### config.mk
export PLATFORM = sky130hd
export DESIGN_NAME = adder_subtractor_serial
export DESIGN_NICKNAME = d
export VERILOG_FILES = /design/src/rtl/adder_subtractor_serial_pkg.sv /design/src/rtl/adder_subtractor_serial_digit_slice.sv /design/src/rtl/adder_subtractor_serial.sv
export SDC_FILE = /design/constraint.sdc
export NUM_CORES = 1
export LEC_CHECK = 0
export ABC_AREA = 0
export ABC_CLOCK_PERIOD_IN_PS = 5300
export BUFFER_PORTS_ARGS = -buffer_cell sky130_fd_sc_hd__buf_2
export CORE_MARGIN = 4
export CORE_UTILIZATION = 59
export CTS_CLUSTER_SIZE = 28
export DETAILED_ROUTE_END_ITERATION = 16
export GPL_ROUTABILITY_DRIVEN = 0
export HOLD_SLACK_MARGIN = 0.15
export PLACE_DENSITY = 0.84
export SLEW_MARGIN = 25
export SYNTH_ARGS = -nofsm -noshare
export SYNTH_HDL_FRONTEND = slang
export SYNTH_HIERARCHICAL = 1
export SYNTH_SLANG_ARGS = --single-unit
### constraint.sdc
create_clock -name clk -period 5.3 [get_ports clk]
set_input_delay 0 -clock clk [delete_from_list [all_inputs] [get_ports clk]]
set_output_delay 0 -clock clk [all_outputs]
set_load 0.005 [all_outputs]
### src/rtl/adder_subtractor_serial_pkg.sv
// Shared definitions for the digit-serial adder/subtractor: FSM encoding,
// derived sizes and parameter legality.
package adder_subtractor_serial_pkg;

  typedef enum logic [1:0] {
    ST_IDLE = 2'd0,
    ST_RUN  = 2'd1,
    ST_DONE = 2'd2
  } state_t;

  function automatic int digit_count(int width, int digit);
    return width / digit;
  endfunction

  // A single-digit configuration still needs a 1-bit counter.
  function automatic int cnt_width(int width, int digit);
    int n;
    n = width / digit;
    return (n <= 1) ? 1 : $clog2(n);
  endfunction

  function automatic bit params_legal(int width, int digit);
    return (digit > 0) && (width >= 2) && (width % digit == 0);
  endfunction

endpackage

### src/rtl/adder_subtractor_serial_digit_slice.sv
// Combinational DIGIT-bit ripple adder; also exposes the carry into its top
// bit so the top level can form signed overflow on the last digit.
module addsub_digit_slice #(
  parameter int DIGIT = 2
) (
  input  logic [DIGIT-1:0] a,
  input  logic [DIGIT-1:0] b,
  input  logic             cin,
  output logic [DIGIT-1:0] sum,
  output logic             cout,
  output logic             c_msb_in
);

  logic [DIGIT:0] c;

  always_comb begin
    c    = '0;
    sum  = '0;
    c[0] = cin;
    for (int i = 0; i < DIGIT; i++) begin
      sum[i]   = a[i] ^ b[i] ^ c[i];
      c[i+1]   = (a[i] & b[i]) | (c[i] & (a[i] ^ b[i]));
    end
    c_msb_in = c[DIGIT-1];
    cout     = c[DIGIT];
  end

endmodule

### src/rtl/adder_subtractor_serial.sv
// Digit-serial two's-complement adder/subtractor with start/busy/done
// handshake; processes DIGIT bits per clock, LSB digit first.
import adder_subtractor_serial_pkg::*;

module adder_subtractor_serial #(
  parameter int WIDTH = 8,
  parameter int DIGIT = 2
) (
  input  logic             clk,
  input  logic             reset,
  input  logic             start,
  input  logic             sub,
  input  logic [WIDTH-1:0] inbus_a,
  input  logic [WIDTH-1:0] inbus_b,
  output logic             busy,
  output logic             done,
  output logic [WIDTH-1:0] outbus,
  output logic             carry,
  output logic             overflow,
  output logic             zero,
  output logic             negative,
  output logic [1:0]       state_dbg
);

  // Handshake: start is accepted on any edge where busy=0 (IDLE or DONE);
  // done is a one-cycle pulse in the cycle after the last digit edge.

  if (!params_legal(WIDTH, DIGIT)) begin : g_bad_params
    $error("adder_subtractor_serial: WIDTH must be >= 2 and a multiple of DIGIT");
  end

  localparam int N  = digit_count(WIDTH, DIGIT);
  localparam int CW = cnt_width(WIDTH, DIGIT);
  localparam logic [CW-1:0] LAST = CW'(N - 1);

  state_t           state, state_nxt;
  logic [CW-1:0]    cnt;
  logic [WIDTH-1:0] op_a, op_b, partial, result_nxt;
  logic             c_reg;
  logic [DIGIT-1:0] dig_a, dig_b, dig_sum;
  logic             dig_cout, dig_c_msb;
  logic             accept, last_digit;
  int unsigned      base;

  assign accept     = start && (state != ST_RUN);
  assign last_digit = (state == ST_RUN) && (cnt == LAST);
  assign base       = 32'(cnt) * DIGIT;
  assign dig_a      = op_a[base +: DIGIT];
  assign dig_b      = op_b[base +: DIGIT];

  addsub_digit_slice #(.DIGIT(DIGIT)) u_slice (
    .a        (dig_a),
    .b        (dig_b),
    .cin      (c_reg),
    .sum      (dig_sum),
    .cout     (dig_cout),
    .c_msb_in (dig_c_msb)
  );

  // Partial result with the current digit merged in; on the last digit this
  // is the complete sum.
  always_comb begin
    result_nxt = partial;
    result_nxt[base +: DIGIT] = dig_sum;
  end

  always_ff @(posedge clk or negedge reset) begin
    if (!reset) state <= ST_IDLE;
    else        state <= state_nxt;
  end

  always_comb begin
    state_nxt = state;
    case (state)
      ST_IDLE: if (start) state_nxt = ST_RUN;
      ST_RUN:  if (cnt == LAST) state_nxt = ST_DONE;
      ST_DONE: state_nxt = start ? ST_RUN : ST_IDLE;
      default: state_nxt = ST_IDLE;
    endcase
  end

  // Subtraction is A + ~B with the +1 entering as the initial carry.
  always_ff @(posedge clk or negedge reset) begin
    if (!reset) begin
      op_a     <= '0;
      op_b     <= '0;
      partial  <= '0;
      c_reg    <= 1'b0;
      cnt      <= '0;
      outbus   <= '0;
      carry    <= 1'b0;
      overflow <= 1'b0;
      zero     <= 1'b0;
      negative <= 1'b0;
    end else if (accept) begin
      op_a  <= inbus_a;
      op_b  <= sub ? ~inbus_b : inbus_b;
      c_reg <= sub;
      cnt   <= '0;
    end else if (state == ST_RUN) begin
      partial <= result_nxt;
      c_reg   <= dig_cout;
      cnt     <= cnt + CW'(1);
      if (last_digit) begin
        outbus   <= result_nxt;
        carry    <= dig_cout;
        overflow <= dig_c_msb ^ dig_cout;
        zero     <= (result_nxt == '0);
        negative <= result_nxt[WIDTH-1];
      end
    end
  end

  assign busy      = (state == ST_RUN);
  assign done      = (state == ST_DONE);
  assign state_dbg = state;

endmodule

==> results of run 1 <==
==> Yosys cell counts <==
library cell	n
dfrtp_1	40
nand2_1	25
o21ai_0	18
mux2_2	12
xnor2_1	9
ha_1	6
inv_1	6
nor2_1	6
mux2i_1	5
a21oi_1	4
buf_4	4
nor2b_1	4
a32o_1	3
buf_6	3
mux4_1	3
nand3_1	3
and3_2	2
fa_1	2
nand2_2	2
nor3b_1	2
o21ai_1	2
o21ai_2	2
o22ai_1	2
a211o_2	1
a211oi_2	1
and4b_2	1
and4bb_2	1
buf_2	1
clkbuf_2	1
inv_2	1
mux2_1	1
mux2_4	1
mux4_2	1
nand2b_1	1
nor3b_2	1
o31ai_1	1
==> final cells by class <==
class / instances / area (sq um)
clock buffer: 8 / 58.81
fill: 236 / 815.8
inverter: 7 / 26.28
multi-input combinational: 122 / 958.4
sequential: 40 / 1001
tap: 46 / 57.56
timing repair buffer: 62 / 445.4
==> how the worst max path moves through the flow <==
stage | from | end | slack [ns]
2_1_floorplan | cnt[0] | zero | 2.38
3_3_place_gp | cnt[0] | zero | 2.15
3_5_place_dp | cnt[0] | zero | 2.04
4_1_cts | cnt[0] | zero | 2.03
5_1_grt | cnt[0] | zero | 1.90
6_report | cnt[0] | zero | 1.98
==> cell usage in the layout, fill, tap and decap left out, types with 5 or more instances in the layout <==
cell and count:
nor2_1 6, nand2_1 25, o21ai_0 18, inv_1 6, dfrtp_1 40, dlygate4sd3_1 27
ha_1 6, clkbuf_4 5, mux2_2 12, xnor2_1 9, mux2i_1 5, buf_2 35
==> report_power, final <==
| part | switching [mW] | internal, mW |
|---|---|---|
| logic | 0.392 | 0.361 |
| registers | 0.108 | 0.442 |
| clock network | 0.0990 | 0.0655 |
| total | 0.598 | 0.868 |
==> metrics by stage <==
stage	std cells	util (%)	total power, mW	setup slack (ns)
2_1_floorplan	178	-	1.097	2.376
3_3_place_gp	250	65.96	1.220	2.154
3_5_place_dp	250	65.96	1.266	2.044
4_1_cts	285	75.74	1.448	2.034
5_1_grt	285	75.74	1.575	1.898
6_report	285	75.74	1.467	1.984
==> metal layers <==
layer  track usage (%)  up-vias
met1             26.13      738
met3             5.902       20
li1                  -      742
met2             40.12       64
met5                 0        -
met4             11.90        0
==> kinds of logic (layout without fill, tap and decap cells) <==
group,after synthesis,count (layout),synth area share (%)
adder cells (fa/ha/maj),8,8,5.589
XOR/XNOR,9,9,3.828
AND/OR/NAND/NOR,48,48,11.72
flip-flops,40,40,48.60
AO/OA/AOI/OAI,34,34,10.21
multiplexers,23,23,15.19
buffers and inverters,16,77,4.859
==> out/results.ini, run 1 <==
[route]
wirelength_um = 4493
postRouteAntennaNets = 0
num_vias = 1564
wl_per_cell_um = 15.76
drc = 0
drtIter0Drc = 47
wirelength_met1_um = 1766
avgViaCountPerCell = 5.488
drtPass1Iterations = 4
dr_wl_met2_um = 2284
wl_met3_um = 247
topRoutingLayerUsed = met4

[yosys]
synthCells = 178
synthTopCellsByArea = dfrtp_1, mux2_2, nand2_1
ys_warn_count = 6
ys_ff_latch = 40
synth.distinct_cells = 36
synth_top_area_share_pct = 48.60
ys_seq_area_share_pct = 48.60
synth_nets = 206
synthesis.area_per_instance_sq_um = 11.57
syn_area_sq_mm = 0.002059
yosysTopAreaCell = dfrtp_1

[critical_path]
cp_max_fo = 17
r2r_start = cnt[0]
worstSetupPathType = flop to flop
r2r_cells = 6
slowest_stage = dfrtp_1
worst_path_largest_cell_delay_ns = 0.76
reg2reg_to = zero
critical_path_arrival_ns = 3.58
path_depth = 6
r2r_setup_slack_ns = 1.98
cp.required_ns = 5.56
critPathLaunchType = flop
cp_top_family = adder cells
crit_buf_inv = 0
crit_top_cell = fa_1
crit_chain = mux4_1 > fa_1 > fa_1 > o21ai_0 > a211o_2 > a32o_1
end_kind = flop

[pwr]
ir_worst_vdd_mv = 0.3137
p_leak_nw = 1.192
powerDensity_mw_per_mm2 = 575.8

[die]
die_w_um = 67.08
rows = 21
core_area_sq_mm = 0.003363
initial_core_util_pct = 61.24
chipHeight_um = 67.08
die_area_sq_mm = 0.004500
top_level_ports = 36

[timing]
setup_viol = 0
clock-skew-final_ns = 0.01074
period_share_pct = 62.56
worst_pin_slew_ns = 0.8859
max-slew-margin-rel_pct = 40.94
max_freq_mhz = 301.6
holdWs_ns = 0.2745
hold_violations = 0
maxSlewViolCount = 0
rsz0062_at_grt = false
fin_crit_ns = 3.316
setup_tns_ns = 0

[clock_tree]
path_clk_slew_ns = 0.12
cts_resized = 0
cts.sinks = 40
htree_levels = 2
cts_root_buffer = clkbuf_4
cts.path.max_buffers = 2
cts_buffers = 5
cts_tree = done
post-cts-setup-buffer-count = 0
insertion_delay_ns = 0.36
cts_hold_buf = 27

[layout]
fin_nets = 266
antenna_cells = 0
area_growth_pct = 23.69
drive_gt1_share_pct = 28.03
final_area_sq_mm = 0.002547

[placement]
hpwl_um = 2759
dpl_cell_area_sq_mm = 0.002218
port_buffers = 35

[global_routing]
overflow = 0
grt_pass1_vias = 1643
grt_util_all_layers_pct = 23.22
grt_pass1_wl_um = 7638
grt_max_degree = 41
antenna_found_initial = 0

[status]
status = finished clean

[job]
max_cap_viol_count = 0

[worst_hold_path]
hp-class = input port to asynchronous set/reset pin

(Power assumes the default switching activity.)
==> inputs of run 2 (changes only) <==
- ABC_CLOCK_PERIOD_IN_PS: 5300 -> 2980
- CORE_UTILIZATION: 59 -> 50
- PLACE_DENSITY: 0.84 -> 0.76
- clock period: 5.3 -> 2.98 ns (I/O delays scaled with it)
==> out/results.ini, run 2 (synthesis results as in run 1) <==
[status]
status = finished clean

[clock_tree]
cts_hold_buf = 19  ; -30%
post-cts-setup-buffer-count = 0  ; unchanged
htree_levels = 2  ; unchanged
cts_root_buffer = clkbuf_8
cts_resized = 0  ; unchanged
path_clk_slew_ns = 0.08  ; -0.04 ns
cts.path.max_buffers = 2  ; unchanged
cts_buffers = 5  ; unchanged
cts_tree = done
cts.sinks = 40  ; unchanged
insertion_delay_ns = 0.30  ; -0.06 ns

[route]
drtPass1Iterations = 4  ; unchanged
avgViaCountPerCell = 5.208  ; -5.1%
drtIter0Drc = 86  ; +83%
wl_per_cell_um = 14.14  ; -10%
postRouteAntennaNets = 0  ; unchanged
num_vias = 1479  ; -5.4%
drc = 0  ; unchanged
wirelength_um = 4017  ; -11%

[critical_path]
crit_buf_inv = 0  ; unchanged
path_depth = 6  ; unchanged
crit_top_cell = fa_1
cp_max_fo = 4  ; -13
cp.required_ns = 3.17  ; -2.39 ns
critPathLaunchType = flop
critical_path_arrival_ns = 2.94  ; -0.64 ns
cp_top_family = adder cells
crit_chain = mux4_1 > fa_1 > fa_1 > and4bb_2 > a211oi_2 > a32o_1
worst_path_largest_cell_delay_ns = 0.61  ; -0.15 ns
worstSetupPathType = flop to flop
end_kind = flop
slowest_stage = mux4_1
r2r_cells = 6  ; unchanged

[timing]
clock-skew-final_ns = 0.008737  ; -0.002003 ns
maxSlewViolCount = 0  ; unchanged
setup_tns_ns = 0  ; unchanged
period_share_pct = 92.16  ; +30 points
hold_violations = 0  ; unchanged
fin_crit_ns = 2.746  ; -0.5694 ns
setup_viol = 0  ; unchanged
rsz0062_at_grt = false
worst_pin_slew_ns = 0.8606  ; -0.02531 ns
max-slew-margin-rel_pct = 42.63  ; +1.7 points
max_freq_mhz = 364.1  ; +21%

[layout]
fill_cells = 326  ; +38%
area_growth_pct = 22.66
final_common_cell = dfrtp_1
fin_nets = 261  ; -1.9%
finish.utilization_pct = 63.15  ; -13 points
drive_gt1_share_pct = 29.91  ; +1.9 points
final_cell_mix = dfrtp_1, buf_2, nand2_1
antenna_cells = 0  ; unchanged

[placement]
port_buffers = 35  ; unchanged
hpwl_um = 2731  ; -1.0%

[die]
core_area_sq_mm = 0.004000  ; +19%
chipHeight_um = 72.18  ; +7.6%
die_w_um = 72.18  ; +7.6%
rows = 23  ; +9.5%
initial_core_util_pct = 51.49  ; -9.7 points
die_area_sq_mm = 0.005210  ; +16%
top_level_ports = 36  ; unchanged

[global_routing]
grt_max_degree = 41  ; unchanged
overflow = 0  ; unchanged
grt_util_all_layers_pct = 17.68  ; -5.5 points
antenna_found_initial = 0  ; unchanged
grt_pass1_wl_um = 7010  ; -8.2%
grt_pass1_vias = 1513  ; -7.9%

[pwr]
p_leak_nw = 1.186  ; -0.47%
p_total_mw = 2.686  ; +83%
ir_worst_vdd_mv = 0.5512  ; +76%
powerDensity_mw_per_mm2 = 1063  ; +85%

[job]
max_cap_viol_count = 0  ; unchanged

[worst_hold_path]
hp-class = input port to asynchronous set/reset pin

-- run 2: cell types whose count changed in the layout (fill, tap and decap cells not counted), sizes merged --
cell	delta
dlygate4sd3	-8
buf	+3
-- run 2: path summary, 6_finish.rpt --
kind                       startpoint    endpoint  slack [ns]
setup reg to reg               cnt[0]        zero        0.23
hold / removal                  reset   outbus[0]        0.34
max in group asynchronous       reset  partial[2]        2.09
hold reg to reg             outbus[2]   outbus[2]        0.47
min in group clk           inbus_a[3]     op_a[3]        0.47
setup / recovery               cnt[0]        zero        0.23
-- run 2: cell type report --
cell class	instances	area [sq um]	area share, %
flip-flops and latches	40	1001	39.62
multi-input cells	122	958.4	37.94
repair buffers	57	387.9	15.35
clock buffers	8	90.09	3.566
well taps	50	62.56	2.476
inverters	7	26.28	1.040
-- run 2: metrics by stage --
step | instance area [sq um] | std cells | hold slack [ns] | setup WS (ns)
floorplan | 2059 | 178 | -0.2956 | 0.05553
global placement | 2246 | 257 | 0.1661 | 0.2637
detailed placement | 2246 | 257 | 0.1675 | 0.2264
CTS | 2526 | 284 | 0.3736 | 0.2248
global route | 2526 | 284 | 0.4327 | 0.1107
finish | 2526 | 284 | 0.3414 | 0.2335
-- run 2: power by group --
group | leakage (nW) | internal [mW] | switching [mW]
Combinational | 0.630 | 0.680 | 0.706
Clock | 0.0455 | 0.189 | 0.182
Sequential | 0.511 | 0.789 | 0.141
Total | 1.19 | 1.66 | 1.03
-- run 2: layer usage --
metal | track usage, % | routed length, um | vias up | part of all wire (%)
met4 | 7.516 | 74 | 0 | 1.8
met5 | 0 | 0 | - | 0
met1 | 22.37 | 1785 | 711 | 44
li1 | - | - | 728 | -
met2 | 28.51 | 1965 | 32 | 49
met3 | 4.848 | 192 | 8 | 4.8
-- run 2: worst register-to-register path: stages (launching register included) --
cell and delay (ns):
dfrtp_1 0.42, mux4_1 0.61, fa_1 0.49, fa_1 0.53
and4bb_2 0.26, a211oi_2 0.08, a32o_1 0.27
==> inputs of run 3 (changes only) <==
- BUFFER_PORTS_ARGS: -buffer_cell sky130_fd_sc_hd__buf_2 -> not set
- CORE_UTILIZATION: 50 -> 56
- DONT_BUFFER_PORTS: not set -> 1
- PLACE_DENSITY: 0.76 -> 0.75
==> out/results.ini, run 3 (synthesis results as in run 1) <==
[clock_tree]
path_clk_slew_ns = 0.07  ; about the same
cts_tree = done
post-cts-setup-buffer-count = 0  ; unchanged
htree_levels = 2  ; unchanged
cts_buffers = 5  ; unchanged
cts.path.max_buffers = 2  ; unchanged
insertion_delay_ns = 0.29  ; about the same
cts.sinks = 40  ; unchanged
cts_root_buffer = clkbuf_8

[global_routing]
grt_pass1_vias = 1489  ; -1.6%
grt_pass1_wl_um = 6927  ; -1.2%
grt_util_all_layers_pct = 20.38  ; +2.7 points
grt_max_degree = 41  ; unchanged
antenna_found_initial = 0  ; unchanged
overflow = 0  ; unchanged

[timing]
fin_ws_ns = 0.09211  ; -0.1414 ns
worst_pin_slew_ns = 0.4308  ; -0.4298 ns
setup_tns_ns = 0  ; unchanged
rsz0062_at_grt = false
fin_crit_ns = 2.888  ; +0.1414 ns
period_share_pct = 96.91  ; +4.7 points
max-slew-margin-rel_pct = 71.18  ; +29 points
clock-skew-final_ns = 0.004750  ; -0.003987 ns
max_freq_mhz = 346.3  ; -4.9%
setup_viol = 0  ; unchanged
hold_violations = 0  ; unchanged
maxSlewViolCount = 0  ; unchanged

[pwr]
p_sw_mw = 1.050  ; +2.1%
clockPowerShare_pct = 13.8  ; about the same
seqPwrFrac_pct = 36.5  ; +1.9 points
powerDensity_mw_per_mm2 = 1084  ; +2.0%
p_total_mw = 2.635  ; -1.9%
p_comb_share_pct = 49.7  ; -1.9 points
p_int_mw = 1.585  ; -4.4%
swShare_pct = 39.86  ; +1.6 points
p_leak_nw = 1.065  ; -10%
ir_worst_vdd_mv = 0.6584  ; +19%

[critical_path]
cp_max_fo = 6  ; +2
crit_buf_inv = 0  ; unchanged
critical_path_arrival_ns = 3.07  ; +0.13 ns
worst_path_largest_cell_delay_ns = 0.62  ; about the same
r2r_setup_slack_ns = 0.09  ; -0.14 ns
worstSetupPathType = flop to flop
cp.required_ns = 3.16  ; about the same
end_kind = flop
crit_chain = mux4_1 > fa_1 > fa_2 > and4bb_2 > a211oi_2 > a32o_1
slowest_stage = mux4_1
critPathLaunchType = flop
cp_top_family = adder cells

[route]
drtIter0Drc = 60  ; -30%
wirelength_um = 4241  ; +5.6%
drc = 0  ; unchanged
drtPass1Iterations = 4  ; unchanged
num_vias = 1467  ; -0.81%
avgViaCountPerCell = 5.821  ; +12%
wl_per_cell_um = 16.83  ; +19%
postRouteAntennaNets = 0  ; unchanged

[layout]
finish.utilization_pct = 70.63  ; +7.5 points
final_cell_mix = dfrtp_1, dlygate4sd3_1, nand2_1
antenna_cells = 0  ; unchanged
final_area_sq_mm = 0.002431  ; -3.8%
drive_gt1_share_pct = 17.48  ; -12 points
area_growth_pct = 18.04
final_common_cell = dfrtp_1
fin_nets = 233  ; -11%

[placement]
dpl_cell_area_sq_mm = 0.002058  ; -8.4%
place_ws_ns = 0.08151  ; -0.1449 ns
port_buffers = 0  ; -100%
hpwl_um = 2734  ; +0.11%

[job]
max_cap_viol_count = 0  ; unchanged

[die]
die_w_um = 68.65  ; -4.9%
chipHeight_um = 68.65  ; -4.9%
die_area_sq_mm = 0.004712  ; -9.6%
initial_core_util_pct = 59.83  ; +8.3 points
rows = 21  ; -8.7%
core_area_sq_mm = 0.003442  ; -14%
top_level_ports = 36  ; unchanged

[status]
status = finished clean

[worst_hold_path]
hp-class = input port to asynchronous set/reset pin

## run 3: cell count changes in the layout (fill, tap and decap cells not counted), sizes merged
| cell | previous run | this run |
|---|---|---|
| buf | 38 | 3 |
| dlygate4sd3 | 19 | 26 |
## run 3: per-stage QoR
| step | hold slack [ns] | std cells |
|---|---|---|
| after floorplan | -0.2956 | 178 |
| after global placement | -0.2946 | 217 |
| after detailed placement | -0.2946 | 217 |
| after CTS | 0.1616 | 252 |
| after global routing | 0.1920 | 252 |
| final | 0.1746 | 252 |
## run 3: power groups by stage
stage,sequential [mW],combinational [mW],clock [mW]
final,0.962,1.31,0.363
after global routing,0.992,1.44,0.388
after CTS,0.957,1.27,0.375
after detailed placement,0.968,1.22,0
after global placement,0.955,1.15,0
after floorplan,0.922,1.03,0
## run 3: layout make-up
| type | count | area, sq um |
|---|---|---|
| Sequential cell | 40 | 1001 |
| Multi-Input combinational cell | 122 | 960.9 |
| Clock buffer | 8 | 90.09 |
| Tap cell | 46 | 57.56 |
| Inverter | 7 | 26.28 |
| Timing Repair Buffer | 29 | 295.3 |
| Fill cell | 231 | 1011 |
## run 3: path summary, 6_finish.rpt
kind,start,end,depth (start not counted)
max in group asynchronous,reset,partial[3],2
worst max register to register,cnt[0],zero,6
worst min-delay path,reset,partial[4],2
worst min register to register,op_b[4],op_b[4],2
worst max-delay path,cnt[0],zero,6
min in group clk,start,op_b[7],3
## run 3: layer usage
metal,vias up,routed length [um],GRT usage [%]
li1,669,-,-
met2,67,2281,36.59
met3,11,235,4.700
met5,-,0,0
met4,0,92,9.429
met1,720,1632,22.64
## run 3: worst reg2reg max path, cell delays in order (launching register included)
cell and delay, ns:
dfrtp_1 0.42, mux4_1 0.62, fa_1 0.50, fa_2 0.61, and4bb_2 0.27, a211oi_2 0.09, a32o_1 0.28
## run 3: timing repair
item / in CTS / in global routing
hold buffers: 27 / 0
hold endpoints to repair: 60 / 0
resized for setup: 0 / 1
endpoints found under the setup margin: 0 / 1
